<file path="src/rtl/csr_access_arb_pkg.sv">
// Shared types and constants for the machine-mode CSR access arbiter.
// Optional debug port is enabled with CSR_ARB_DBG_EN.
package csr_access_arb_pkg;

  localparam int unsigned DATA_W = 64;
  localparam int unsigned IDX_W  = 12;
  localparam int unsigned OP_W   = 2;

  typedef enum logic [OP_W-1:0] {
    CSR_OP_R  = 2'b00,
    CSR_OP_RW = 2'b01,
    CSR_OP_RS = 2'b10,
    CSR_OP_RC = 2'b11
  } csr_op_e;

  typedef enum logic [1:0] {
    ST_IDLE  = 2'd0,
    ST_READ  = 2'd1,
    ST_WRITE = 2'd2
  } arb_state_e;

  localparam logic [IDX_W-1:0] CSR_MSTATUS  = 12'h300;
  localparam logic [IDX_W-1:0] CSR_MSCRATCH = 12'h340;
  localparam logic [IDX_W-1:0] CSR_MCYCLE   = 12'hB00;
  localparam logic [IDX_W-1:0] CSR_MINSTRET = 12'hB02;

  typedef struct packed {
    logic              id;
    csr_op_e           op;
    logic [IDX_W-1:0]  idx;
    logic [DATA_W-1:0] wdata;
  } csr_req_t;

endpackage

</file>
<file path="src/rtl/csr_access_arb_if.sv">
// Request, response and CSR-file signals of the CSR access arbiter.
// Port 1 signals exist only when CSR_ARB_DBG_EN is defined.
interface csr_access_arb_if;
  import csr_access_arb_pkg::*;

  logic              p0_valid;
  logic              p0_ready;
  logic [IDX_W-1:0]  p0_idx;
  logic [OP_W-1:0]   p0_op;
  logic [DATA_W-1:0] p0_wdata;
`ifdef CSR_ARB_DBG_EN
  logic              p1_valid;
  logic              p1_ready;
  logic [IDX_W-1:0]  p1_idx;
  logic [OP_W-1:0]   p1_op;
  logic [DATA_W-1:0] p1_wdata;
`endif

  logic              rsp_valid;
  logic              rsp_id;
  logic [DATA_W-1:0] rsp_rdata;
  logic              rsp_err;

  logic [IDX_W-1:0]  csr_index;
  logic              csr_rd_en;
  logic [DATA_W-1:0] csr_rdata;
  logic              csr_hit;
  logic              csr_wr_en;
  logic [DATA_W-1:0] csr_wdata;

  modport slave (
    input  p0_valid, p0_idx, p0_op, p0_wdata,
    output p0_ready,
`ifdef CSR_ARB_DBG_EN
    input  p1_valid, p1_idx, p1_op, p1_wdata,
    output p1_ready,
`endif
    output rsp_valid, rsp_id, rsp_rdata, rsp_err,
    output csr_index, csr_rd_en, csr_wr_en, csr_wdata,
    input  csr_rdata, csr_hit
  );

  modport master (
    output p0_valid, p0_idx, p0_op, p0_wdata,
    input  p0_ready,
`ifdef CSR_ARB_DBG_EN
    output p1_valid, p1_idx, p1_op, p1_wdata,
    input  p1_ready,
`endif
    input  rsp_valid, rsp_id, rsp_rdata, rsp_err,
    input  csr_index, csr_rd_en, csr_wr_en, csr_wdata,
    output csr_rdata, csr_hit
  );

endinterface

</file>
<file path="src/rtl/csr_rmw_alu.sv">
// Combinational CSR read-modify-write: produces the new CSR value from op, old value and operand.
module csr_rmw_alu
  import csr_access_arb_pkg::*;
(
  input  csr_op_e           op,
  input  logic [DATA_W-1:0] old_val,
  input  logic [DATA_W-1:0] operand,
  output logic [DATA_W-1:0] new_val
);

  always_comb begin
    new_val = old_val;
    unique case (op)
      CSR_OP_RW: new_val = operand;
      CSR_OP_RS: new_val = old_val | operand;
      CSR_OP_RC: new_val = old_val & ~operand;
      default:   new_val = old_val;
    endcase
  end

endmodule

</file>
<file path="src/rtl/csr_access_arb.sv">
// CSR request arbiter and read/modify/write sequencer (IDLE -> READ -> WRITE).
// CSR_ARB_DBG_EN adds the debug requester on port 1 with round-robin arbitration.
module csr_access_arb
  import csr_access_arb_pkg::*;
(
  input  logic            clk,
  input  logic            rst,
  csr_access_arb_if.slave bus
);

  arb_state_e        state_q, state_d;
  csr_req_t          req_q, req_d;
  csr_req_t          grant_req;
  logic              grant_id;
  logic              hs;
  logic              idle;
  logic [DATA_W-1:0] new_val;

  logic [IDX_W-1:0]  csr_index_q, csr_index_d;
  logic              csr_rd_en_q, csr_rd_en_d;
  logic              csr_wr_en_q, csr_wr_en_d;
  logic [DATA_W-1:0] csr_wdata_q, csr_wdata_d;
  logic              rsp_valid_q, rsp_valid_d;
  logic              rsp_id_q, rsp_id_d;
  logic [DATA_W-1:0] old_q, old_d;
  logic              err_q, err_d;

  // Ready is withheld while reset is asserted so nothing handshakes during reset.
  assign idle = (state_q == ST_IDLE) && !rst;

`ifdef CSR_ARB_DBG_EN
  logic last_q, last_d;
  logic gnt0, gnt1;

  // Port 1 wins when alone, or on conflict when port 0 was granted last.
  assign gnt1 = bus.p1_valid && (!bus.p0_valid || !last_q);
  assign gnt0 = bus.p0_valid && !gnt1;

  assign bus.p0_ready = idle && gnt0;
  assign bus.p1_ready = idle && gnt1;
  assign grant_id     = gnt1;
  assign hs           = idle && (gnt0 || gnt1);
  assign grant_req    = gnt1 ? '{id: 1'b1, op: csr_op_e'(bus.p1_op), idx: bus.p1_idx, wdata: bus.p1_wdata}
                             : '{id: 1'b0, op: csr_op_e'(bus.p0_op), idx: bus.p0_idx, wdata: bus.p0_wdata};

  always_comb begin
    last_d = last_q;
    if (hs) last_d = grant_id;
  end

  always_ff @(posedge clk or posedge rst) begin
    if (rst) last_q <= 1'b1;
    else     last_q <= last_d;
  end
`else
  assign bus.p0_ready = idle;
  assign grant_id     = 1'b0;
  assign hs           = idle && bus.p0_valid;
  assign grant_req    = '{id: 1'b0, op: csr_op_e'(bus.p0_op), idx: bus.p0_idx, wdata: bus.p0_wdata};
`endif

  csr_rmw_alu u_alu (
    .op      (req_q.op),
    .old_val (bus.csr_rdata),
    .operand (req_q.wdata),
    .new_val (new_val)
  );

  // Outputs are registered: each phase's strobes are computed in the preceding cycle.
  always_comb begin
    state_d     = state_q;
    req_d       = req_q;
    csr_index_d = '0;
    csr_rd_en_d = 1'b0;
    csr_wr_en_d = 1'b0;
    csr_wdata_d = '0;
    rsp_valid_d = 1'b0;
    rsp_id_d    = 1'b0;
    old_d       = '0;
    err_d       = 1'b0;
    unique case (state_q)
      ST_IDLE: begin
        if (hs) begin
          req_d       = grant_req;
          state_d     = ST_READ;
          csr_index_d = grant_req.idx;
          csr_rd_en_d = 1'b1;
        end
      end
      ST_READ: begin
        state_d     = ST_WRITE;
        csr_index_d = req_q.idx;
        csr_wr_en_d = bus.csr_hit && (req_q.op != CSR_OP_R);
        csr_wdata_d = new_val;
        rsp_valid_d = 1'b1;
        rsp_id_d    = req_q.id;
        old_d       = bus.csr_hit ? bus.csr_rdata : '0;
        err_d       = !bus.csr_hit;
      end
      ST_WRITE: state_d = ST_IDLE;
      default:  state_d = ST_IDLE;
    endcase
  end

  always_ff @(posedge clk or posedge rst) begin
    if (rst) begin
      state_q     <= ST_IDLE;
      req_q       <= '0;
      csr_index_q <= '0;
      csr_rd_en_q <= 1'b0;
      csr_wr_en_q <= 1'b0;
      csr_wdata_q <= '0;
      rsp_valid_q <= 1'b0;
      rsp_id_q    <= 1'b0;
      old_q       <= '0;
      err_q       <= 1'b0;
    end else begin
      state_q     <= state_d;
      req_q       <= req_d;
      csr_index_q <= csr_index_d;
      csr_rd_en_q <= csr_rd_en_d;
      csr_wr_en_q <= csr_wr_en_d;
      csr_wdata_q <= csr_wdata_d;
      rsp_valid_q <= rsp_valid_d;
      rsp_id_q    <= rsp_id_d;
      old_q       <= old_d;
      err_q       <= err_d;
    end
  end

  assign bus.csr_index = csr_index_q;
  assign bus.csr_rd_en = csr_rd_en_q;
  assign bus.csr_wr_en = csr_wr_en_q;
  assign bus.csr_wdata = csr_wdata_q;
  assign bus.rsp_valid = rsp_valid_q;
  assign bus.rsp_id    = rsp_id_q;
  assign bus.rsp_rdata = old_q;
  assign bus.rsp_err   = err_q;

endmodule

</file>
<file path="src/flat_wrapper.sv">
// flat-port wrapper written by rule: the top's interface ports become plain ports
module csr_access_arb_flat import csr_access_arb_pkg::*;
  (clk, rst, bus_p0_valid, bus_p0_idx, bus_p0_op, bus_p0_wdata, bus_p0_ready, bus_rsp_valid, bus_rsp_id, bus_rsp_rdata, bus_rsp_err, bus_csr_index, bus_csr_rd_en, bus_csr_wr_en, bus_csr_wdata, bus_csr_rdata, bus_csr_hit);
  csr_access_arb_if bus_i ();
  input  logic clk;
  input  logic rst;
  input wire logic [$bits(bus_i.p0_valid)-1:0] bus_p0_valid;
  input wire logic [$bits(bus_i.p0_idx)-1:0] bus_p0_idx;
  input wire logic [$bits(bus_i.p0_op)-1:0] bus_p0_op;
  input wire logic [$bits(bus_i.p0_wdata)-1:0] bus_p0_wdata;
  output wire logic [$bits(bus_i.p0_ready)-1:0] bus_p0_ready;
  output wire logic [$bits(bus_i.rsp_valid)-1:0] bus_rsp_valid;
  output wire logic [$bits(bus_i.rsp_id)-1:0] bus_rsp_id;
  output wire logic [$bits(bus_i.rsp_rdata)-1:0] bus_rsp_rdata;
  output wire logic [$bits(bus_i.rsp_err)-1:0] bus_rsp_err;
  output wire logic [$bits(bus_i.csr_index)-1:0] bus_csr_index;
  output wire logic [$bits(bus_i.csr_rd_en)-1:0] bus_csr_rd_en;
  output wire logic [$bits(bus_i.csr_wr_en)-1:0] bus_csr_wr_en;
  output wire logic [$bits(bus_i.csr_wdata)-1:0] bus_csr_wdata;
  input wire logic [$bits(bus_i.csr_rdata)-1:0] bus_csr_rdata;
  input wire logic [$bits(bus_i.csr_hit)-1:0] bus_csr_hit;
  assign bus_i.p0_valid = bus_p0_valid;
  assign bus_i.p0_idx = bus_p0_idx;
  assign bus_i.p0_op = bus_p0_op;
  assign bus_i.p0_wdata = bus_p0_wdata;
  assign bus_p0_ready = bus_i.p0_ready;
  assign bus_rsp_valid = bus_i.rsp_valid;
  assign bus_rsp_id = bus_i.rsp_id;
  assign bus_rsp_rdata = bus_i.rsp_rdata;
  assign bus_rsp_err = bus_i.rsp_err;
  assign bus_csr_index = bus_i.csr_index;
  assign bus_csr_rd_en = bus_i.csr_rd_en;
  assign bus_csr_wr_en = bus_i.csr_wr_en;
  assign bus_csr_wdata = bus_i.csr_wdata;
  assign bus_i.csr_rdata = bus_csr_rdata;
  assign bus_i.csr_hit = bus_csr_hit;
  csr_access_arb u_core (.clk(clk), .rst(rst), .bus(bus_i));
endmodule
</file>
<file path="config.mk">
export PLATFORM = sky130hd
export DESIGN_NAME = csr_access_arb_flat
export DESIGN_NICKNAME = d
export VERILOG_FILES = /design/src/rtl/csr_access_arb_pkg.sv /design/src/rtl/csr_access_arb_if.sv /design/src/rtl/csr_rmw_alu.sv /design/src/rtl/csr_access_arb.sv /design/src/flat_wrapper.sv
export SDC_FILE = /design/constraint.sdc
export NUM_CORES = 1
export LEC_CHECK = 0
export ABC_CLOCK_PERIOD_IN_PS = 6100
export BUFFER_PORTS_ARGS = -buffer_cell sky130_fd_sc_hd__buf_2
export CORE_MARGIN = 2
export CORE_UTILIZATION = 40
export DETAILED_ROUTE_END_ITERATION = 10
export PLACE_DENSITY_LB_ADDON = 0.3
export SYNTH_ARGS = -nofsm -noshare
export SYNTH_HDL_FRONTEND = slang
export SYNTH_SLANG_ARGS = --single-unit
</file>
<file path="constraint.sdc">
create_clock -name clk -period 6.1 [get_ports clk]
set_input_delay 0.305 -clock clk [delete_from_list [all_inputs] [get_ports clk]]
set_output_delay 0.305 -clock clk [all_outputs]
set_load 0.1 [all_outputs]
</file>
==> results of run 1 <==
-- logic make-up (layout without fill, tap and decap cells) --
family,Yosys count,after routing,synth area share [%]
muxes,78,78,10.1
buffers and inverters,59,348,3.14
DFF,224,224,64.3
other,1,1,0.0430
xor gates and xnor gates,1,1,0.100
and+or+nand+nor,223,223,14.1
AOI/OAI and AO/OA,142,142,8.24
-- per-layer routing --
| layer | GRT usage [%] | part of all wire [%] | vias to the layer above |
|---|---|---|---|
| li1 | - | - | 3000 |
| met1 | 23.6 | 42 | 3167 |
| met2 | 32.8 | 49 | 206 |
| met3 | 4.58 | 7.1 | 35 |
| met4 | 5.28 | 1.9 | 2 |
| met5 | 0 | 0.058 | - |
-- through the flow --
step / hold slack [ns] / power, W / worst slack (ns) / util (%)
floorplan: 0.440 / 0.00256 / 2.87 / -
global route: 0.0133 / 0.00444 / 2.86 / 51.7
CTS: 0.00328 / 0.00429 / 3.07 / 51.7
finish: 0.0262 / 0.00424 / 3.12 / 51.7
detailed placement: 0.475 / 0.00281 / 3.08 / 47.9
global placement: 0.468 / 0.00279 / 3.21 / 47.9
-- state kept, by name (all words and copies together) (netlist names) --
register	count
u_core.bus.rsp_valid	1
u_core.bus.rsp_rdata	64
u_core.bus.csr_wdata	64
u_core.bus.csr_rd_en	1
u_core.req_q	78
u_core.bus.csr_wr_en	1
u_core.bus.csr_index	12
u_core.bus.rsp_err	1
u_core.state_q	2
-- cell usage in the layout (no fill, tap or decap), types with 2 or more instances in the layout --
cell type      synthesis  routed
a21oi_1               76      76
and3_1                64      64
buf_2                  9     290
buf_4                  7       5
bufinv_16              0       2
clkbuf_1              31       3
clkbuf_16              0      25
clkbuf_8               0       3
clkinv_2               0       9
clkinvlp_4             0       2
dfrtp_1              224     223
dlygate4sd3_1          0       3
inv_2                  0       2
mux2_1                 9       9
mux2_2                69      69
nand2_1               76      76
nand3b_1              13      13
nor2_1                 2       2
nor2b_1               64      64
o21ai_0               64      64
-- report_power, final --
| group | leakage, nW | switching, W | internal [W] | total, W |
|---|---|---|---|---|
| sequential | 2.92 | 0.000100 | 0.00165 | 0.00175 |
| clock | 0.405 | 0.000591 | 0.000874 | 0.00146 |
| combinational | 2.62 | 0.000747 | 0.000278 | 0.00102 |
| total | 5.94 | 0.00144 | 0.00280 | 0.00424 |
-- worst max-delay path, delay by kind of cell (launching register included) --
family / cells / cell delay (ns)
buffers and inverters: 1 / 1.07
AND/OR/NAND/NOR: 2 / 0.93
flip-flops: 1 / 0.88
-- worst max path at each step --
stage	slack [ns]	to	from
after floorplan	2.87	u_core.bus.csr_index[0]	rst
after global placement	3.21	u_core.bus.rsp_rdata[27]	u_core.state_q[0]
after detailed placement	3.08	u_core.bus.rsp_rdata[31]	u_core.state_q[0]
after CTS	3.07	u_core.bus.rsp_rdata[37]	u_core.state_q[0]
after global routing	2.86	u_core.bus.rsp_rdata[0]	u_core.state_q[0]
final	3.12	u_core.bus.rsp_rdata[37]	u_core.state_q[0]
-- final cells by class --
class,instances,area (um^2)
Clock inverter,14,130
Tap cell,280,350
Timing Repair Buffer,299,1540
Sequential cell,224,5610
Fill cell,1982,10400
Clock buffer,31,678
Multi-Input combinational cell,445,2860
Inverter,4,18.8
==> results, run 1 <==
- The flow ran to the end, and the final reports show no timing, DRC or antenna violations.
- The level count of the clock H-tree is 1.
- Walking the worst path, the cells encountered are nand2b_4 > inv_2 > and3_1.
- Once layout is complete, the cells apart from fillers number between 1,000 and 1,500.
- The static power due to leakage is about 5.9 nW.
- The clock net in this run drives a total of about 220 sinks.
- The count of buffers inserted at the top-level ports is 290.
- The TritonCTS buffer count is 25.
- The startpoint identified for the worst register-to-register timing path is u_core.state_q[0].
- STA classifies the critical path startpoint as a flop.
- For the worst-skew pair, the clock arrives at the later sink with an insertion delay of 0.50 ns.
- The initial utilization of the core area, before any placement, comes to 40.3%.
- Yosys mapped the design onto 24 distinct sky130hd cell types.
- The max-slew violation count came to 0.
- The synthesis-stage register bit count is around 220.
- The async set-or-reset flop fraction in the synthesized netlist is 100%.
- Relative to the synthesized area, the layout overhead comes to 28.3%.
- The slew at the pin with the worst max-slew slack is 1.17 ns.
- The average routed wire per standard cell is roughly 17 um.
- The slack of the worst reg-to-reg path is ~3.1 ns.
- Buffers inserted to repair hold after CTS numbered 3.
- The die covers around 23,000 um^2.
- Sorting the synthesized cells by area gives the leading types as dfrtp_1 (64%), mux2_2 (8.9%), and3_1 (4.6%).
- The placed instances occupy a cell area of around 10,000 um^2.
- The number of nets in the layout is ~1,100.
- The via density per instance is about 4.9.
- Yosys printed 0 warnings.
- The number of nets handed over by synthesis was 874.
- The worst hold path belongs to the class primary input to flop.
- The deepest clock path buffer count is 3.
- Setup repair after global routing left no endpoint under its margin.
- The global-route usage over all layers is a little under a fifth.
- In this run the critical register-to-register path is captured at u_core.bus.rsp_rdata[37].
- The post-route netlist has about two fifths of its cells at a drive strength greater than 1.
- The floorplan row count is 54.
- The clock arrives with ~0.011 ns of skew.
- The peak clock frequency supported by timing is ~340 MHz.
- From left edge to right edge, the die measures roughly 150 um.
- The count of final hold-check violations is 0.
- For this run, the leading register cell type out of synthesis is dfrtp_1.
- 0 antenna diodes ended up in the layout.
- For this block, the via count after detailed routing is 6,410.
- The number of antenna violations at the first check in global routing is 1.
- The detail route stage leaves a number of antenna-violating nets equal to 0.
- The worst hold path terminates at u_core.req_q[57].
- The worst hold path begins at bus_p0_wdata[57].
- For this block, the initial DRC count from the detailed router was about 280.
- The total overflow left after global routing is 0.
- The clock slew seen by the registers of the worst setup and hold paths is 0.06 ns.
- The data arrival time of the critical path is 3.42 ns.
- The type of destination of the critical path is a flop.
- The cell with the most instances after synthesis is dfrtp_1.
- The aggregate routed wire length is approximately 22,000 um.
- For this run, the slowest stage of the critical path takes 1.07 ns.
- After layout, the worst path uses about half of the clock period.
- The relative slew slack is 21.8%.
- The worst setup path is of the flop to flop kind.
- The number of gates resized after CTS is 0.
- Yosys mapped a number of flops with a built-in enable equal to 0.
- The synthesized area is ~8700 um^2.
- In the final timing run, aggregate negative setup slack is 0 ns.
- Power spread over the standard cell area amounts to around 380 nW/um^2.
- Of all nets on the critical path, the largest fanout is 67.
- The I/O pin total is between 200 and 300.
- Entering global routing, the biggest net connects roughly 160 pins.
- The iteration count of the initial detailed-routing pass is 4.
- Max-cap violations in this run came to 0.
- The area of all placed cells without fillers is between 10,000 and 15,000 um^2.
- The final setup violation count is 0.
- The critical-path cell with the highest stage delay is inv_2.
- After detailed routing, the number of remaining DRC violations is 0.
- The depth of the most critical reg-to-reg path is 3.
- In this run, placement finished with an instance count of about 1,200.
- VDD sags by at most roughly 240 uV.
- The synthesized design devotes to its leading area cell type between 60% and 70% of total area.
- For the finished layout, the period the worst path requires is ~3.0 ns.
- Of the synthesized area, sequential elements account for between 60% and 70%.
- The height of the die is between 150 and 200 um.
- Synthesis produced a netlist whose cell count is 728.
- The HPWL reported at the end of detailed placement is about 14,000 um.
- The via count of the first global-routing pass is roughly 6,400.
- Along the worst hold path, the cell count comes to 2.
- The required time at the worst-slack endpoint is about 6.5 ns.
- The tree is rooted in a clkbuf_16.
- TritonCTS built the clock tree.
- The first global-routing pass estimated about 34,000 um of wire.
- After synthesis, the most frequently instantiated cells are dfrtp_1 (224), a21oi_1 (76), nand2_1 (76).
- The mean instance size in the synthesized netlist is roughly 12 um^2.
- The core region is ~22,000 um^2.
- The weighted congestion reported at the end of routability-driven placement is 0.730.
- The post-CTS setup repair buffer count is 0.
- Summed over all instances, the cell type with the most area after synthesis is dfrtp_1.
Power figures use the tool's default switching activity.
==> run 2, diff against run 1 <==
--- a/config.mk
+++ b/config.mk
@@ -5,7 +5,7 @@
 export SDC_FILE = /design/constraint.sdc
 export NUM_CORES = 1
 export LEC_CHECK = 0
-export ABC_CLOCK_PERIOD_IN_PS = 6100
+export ABC_CLOCK_PERIOD_IN_PS = 3000
 export BUFFER_PORTS_ARGS = -buffer_cell sky130_fd_sc_hd__buf_2
 export CORE_MARGIN = 2
 export CORE_UTILIZATION = 40
==> constraint.sdc (replaced) <==
create_clock -name clk -period 3 [get_ports clk]
set_input_delay 0.15 -clock clk [delete_from_list [all_inputs] [get_ports clk]]
set_output_delay 0.15 -clock clk [all_outputs]
set_load 0.1 [all_outputs]
==> results, run 2 (synthesis results as in run 1) <==
- Run status: finished clean (unchanged).
- The final setup violation count is 0 (unchanged).
- The level count of the clock H-tree is 1 (unchanged).
- The worst hold margin came to 0.207 ns (was 0.0262 ns).
- The maximum number of pins on one net before global-route repair is 67 (was 161).
- The max-slew violation count is 0 (unchanged).
- The average routed wire per standard cell is 17.2 um (was 17.3 um).
- The met1 wire length came to 9950 um (was 9310 um).
- The data arrival time of the critical path came to 2.53 ns (was 3.42 ns).
- The remaining design rule violation count was 0 (unchanged).
- The power density over the cells is 701 nW/um^2 (was 379 nW/um^2).
- The HPWL reported at the end of detailed placement came to 14,900 um (was 13,700 um).
- The global-route congestion overflow total came to 0 (unchanged).
- The clock skew after layout is 0.0107 ns (was 0.0106 ns).
- The combinational group share of total power came to 25.2% (was 24.2%).
- The kind of cell adding the most delay to the critical path is buffers and inverters (unchanged).
- The placed standard-cell area was 10,500 um^2 (was 10,300 um^2).
- The total via count in the routed design was 7,147 (was 6,410).
- The floorplan row count was 54 (unchanged).
- The starting density of the core is 40.3% (unchanged).
- The count of buffers inserted at the top-level ports is 290 (unchanged).
- The number of antenna violations at the first check in global routing is 1 (unchanged).
- The aggregate routed wire length is 24,900 um (was 22,400 um).
- The deepest clock path buffer count is 3 (unchanged).
- The post-CTS setup repair buffer count is 0 (unchanged).
- The sequential share of power was 39.9% (was 41.3%).
- The register with the most flip-flops is u_core.req_q (unchanged).
- The net switching fraction of the power is 33.5% (was 33.9%).
- The global-route wire length before repair is 38,000 um (was 34,000 um).
- The total internal power is 0.00597 W (was 0.00280 W).
- The slew at the pin with the worst max-slew slack is 1.13 ns (was 1.17 ns).
- The CTS sink count is 224 (unchanged).
- The routed wire length on met3 came to 1510 um (was 1600 um).
- The type of destination of the critical path is a flop (unchanged).
- The number of antenna-violating nets in the routed design is 0 (unchanged).
- The count of final hold-check violations is 0 (unchanged).
- The classification of the worst setup path is primary input to flop (was flop to flop).
- The portion of the clock cycle consumed by the worst path in the final layout is 70.9%.
- The number of buffers and inverters on the critical path came to 4 (was 1).
- Ordered cell list for the critical path: dlygate4sd3_1 > buf_2 > nor2b_1 > buf_4 > nor3b_4 > buf_4 > mux2_2 (was nand2b_4 > inv_2 > and3_1).
- The static power due to leakage is 6.61 nW (was 5.94 nW).
- The TritonCTS clock tree is built (unchanged).
- The class of the tightest hold or removal check is primary input to flop (unchanged).
- Counting stages on the worst path, the most repeated cell is buf_4.
- The via density per instance is 4.93 (was 4.94).
- The depth of the most critical reg-to-reg path is 5 (was 3).
- The routed design could run at a clock period as short as around 2.1 ns.
- The sum of met2 wire segment lengths after detailed routing is 12,800 um (was 11,000 um).
- The floorplan core area came to 21,600 um^2 (unchanged).
- The commonest non-fill, non-tap cell in the layout is buf_2 (unchanged).
- The uppermost metal layer occupied by signal nets is met4 (was met5).
- The final setup TNS is 0 ns (unchanged).
- The global-route usage over all layers is 21.1% (was 18.9%).
- The relative slew slack is 24.8% (was 21.8%).
- The iteration count of the initial detailed-routing pass is 4 (unchanged).
- The peak fanout along the critical path is 25 (was 67).
- The via count of the first global-routing pass is 7,391 (was 6,391).
- The total die area is 23,000 um^2 (unchanged).
- The clock latency on the worst-skew pair is 0.52 ns (was 0.50 ns).
- The I/O pin total came to 292 (unchanged).
- The total net switching power is 0.00301 W (was 0.00144 W).
- The weighted congestion reported at the end of routability-driven placement was 0.761 (was 0.730).
- The area growth from synthesis to layout was 46.8% (was 28.3%).
- The worst ir drop on vdd is 491 uV (was 243 uV).
- The layout cell share with drive strength beyond 1 is 36.6% (was 40.7%).
- The longest individual stage delay on the worst path is 0.56 ns (was 1.07 ns).
- The area of all placed cells without fillers came to 12,800 um^2 (was 11,200 um^2).
- The detailed router's first-iteration violation count is 336 (was 275).
- The number of cells on the worst hold path is 4 (was 2).
- RSZ-0062 raised after global routing: no (unchanged).
- The startpoint kind of the worst setup timing path is a primary input (was flop).
- Commonest non-fill, non-tap cells in the layout: buf_2 (290), dfrtp_1 (223), dlygate4sd3_1 (143) (was buf_2 (290), dfrtp_1 (223), nand2_1 (76), a21oi_1 (76), mux2_2 (69)).
- The TritonCTS buffer count is 25 (unchanged).
- The critical path depth in cells is 7 (was 3).
- The height of the die is 152 um (unchanged).
- The required time at the worst-slack endpoint is 3.40 ns (was 6.53 ns).
- The number of flip-flops in the largest register is 78 (unchanged).
- The number of max-cap violations was 0 (unchanged).
- The critical-path cell with the highest stage delay is dlygate4sd3_1 (was inv_2).
- The chip width is 152 um (unchanged).
- The number of nets in the layout is 1,297 (was 1,145).
- The slack of the worst reg-to-reg path is 0.94 ns (was 3.12 ns).
- The clock slew seen by the registers of the worst setup and hold paths is 0.06 ns (about the same).
- The CTS root buffer is clkbuf_16 (unchanged).
- The peak clock frequency supported by timing is roughly 470 MHz.
- The part of the power in the clock network was 34.9% (was 34.5%).
## run 2: cell count changes in the layout (fill, tap and decap cells not counted), sizes merged
cell         before  now
dlygate4sd3       3  143
buf             296  308
clkinv           10    2
clkbuf           31   34
clkinvlp          2    5
diode             0    1
inv               4    5
## run 2: final timing paths
check | from | endpoint
setup / recovery | rst | u_core.req_q[45]
hold / removal | bus_p0_valid | u_core.state_q[0]
setup reg to reg | u_core.state_q[0] | u_core.bus.rsp_rdata[35]
hold reg to reg | u_core.req_q[66] | u_core.req_q[66]
max in group asynchronous | rst | u_core.bus.rsp_rdata[16]
min in group asynchronous | rst | u_core.bus.csr_rd_en
## run 2: power by group through the flow
stage	sequential (W)	clock [W]	combinational (W)
finish	0.00358	0.00313	0.00226
global route	0.00362	0.00332	0.00242
global placement	0.00361	0	0.00208
floorplan	0.00436	0	0.000855
detailed placement	0.00363	0	0.00211
CTS	0.00357	0.00320	0.00226
## run 2: per-layer routing
metal / global-route usage [%] / up-vias
li1: - / 3324
met1: 25.0 / 3525
met2: 38.3 / 250
met3: 3.92 / 48
met4: 7.36 / 0
met5: 0 / -
## run 2: worst register-to-register path, cell delays in order, from the launching register on
cell and delay (ns):
dfrtp_1 0.60, buf_4 0.28, nand2b_4 0.07, inv_2 0.50, buf_4 0.35, and3_1 0.20
## run 2: cell type report
cell class | instances | area, um^2
Fill cell | 1758 | 8830
Tap cell | 280 | 350
Clock buffer | 34 | 739
Inverter | 4 | 18.8
Multi-Input combinational cell | 445 | 2860
Antenna cell | 1 | 2.50
Timing Repair Buffer | 451 | 3090
Sequential cell | 224 | 5610
Clock inverter | 10 | 120
## run 2: timing repair
item	4_1_cts	5_1_grt
resized for setup	0	0
hold endpoints to repair	240	0
hold buffers	143	0
## run 2: per-stage QoR
stage | utilization (%) | std cells | worst slack [ns] | total power, W
final | 59.2 | 1449 | 0.872 | 0.00897
after detailed placement | 48.6 | 1261 | 0.923 | 0.00574
after floorplan | - | 728 | -0.0740 | 0.00521
after global placement | 48.6 | 1261 | 1.01 | 0.00569
after CTS | 59.2 | 1448 | 0.913 | 0.00904
after global routing | 59.2 | 1449 | 0.787 | 0.00936
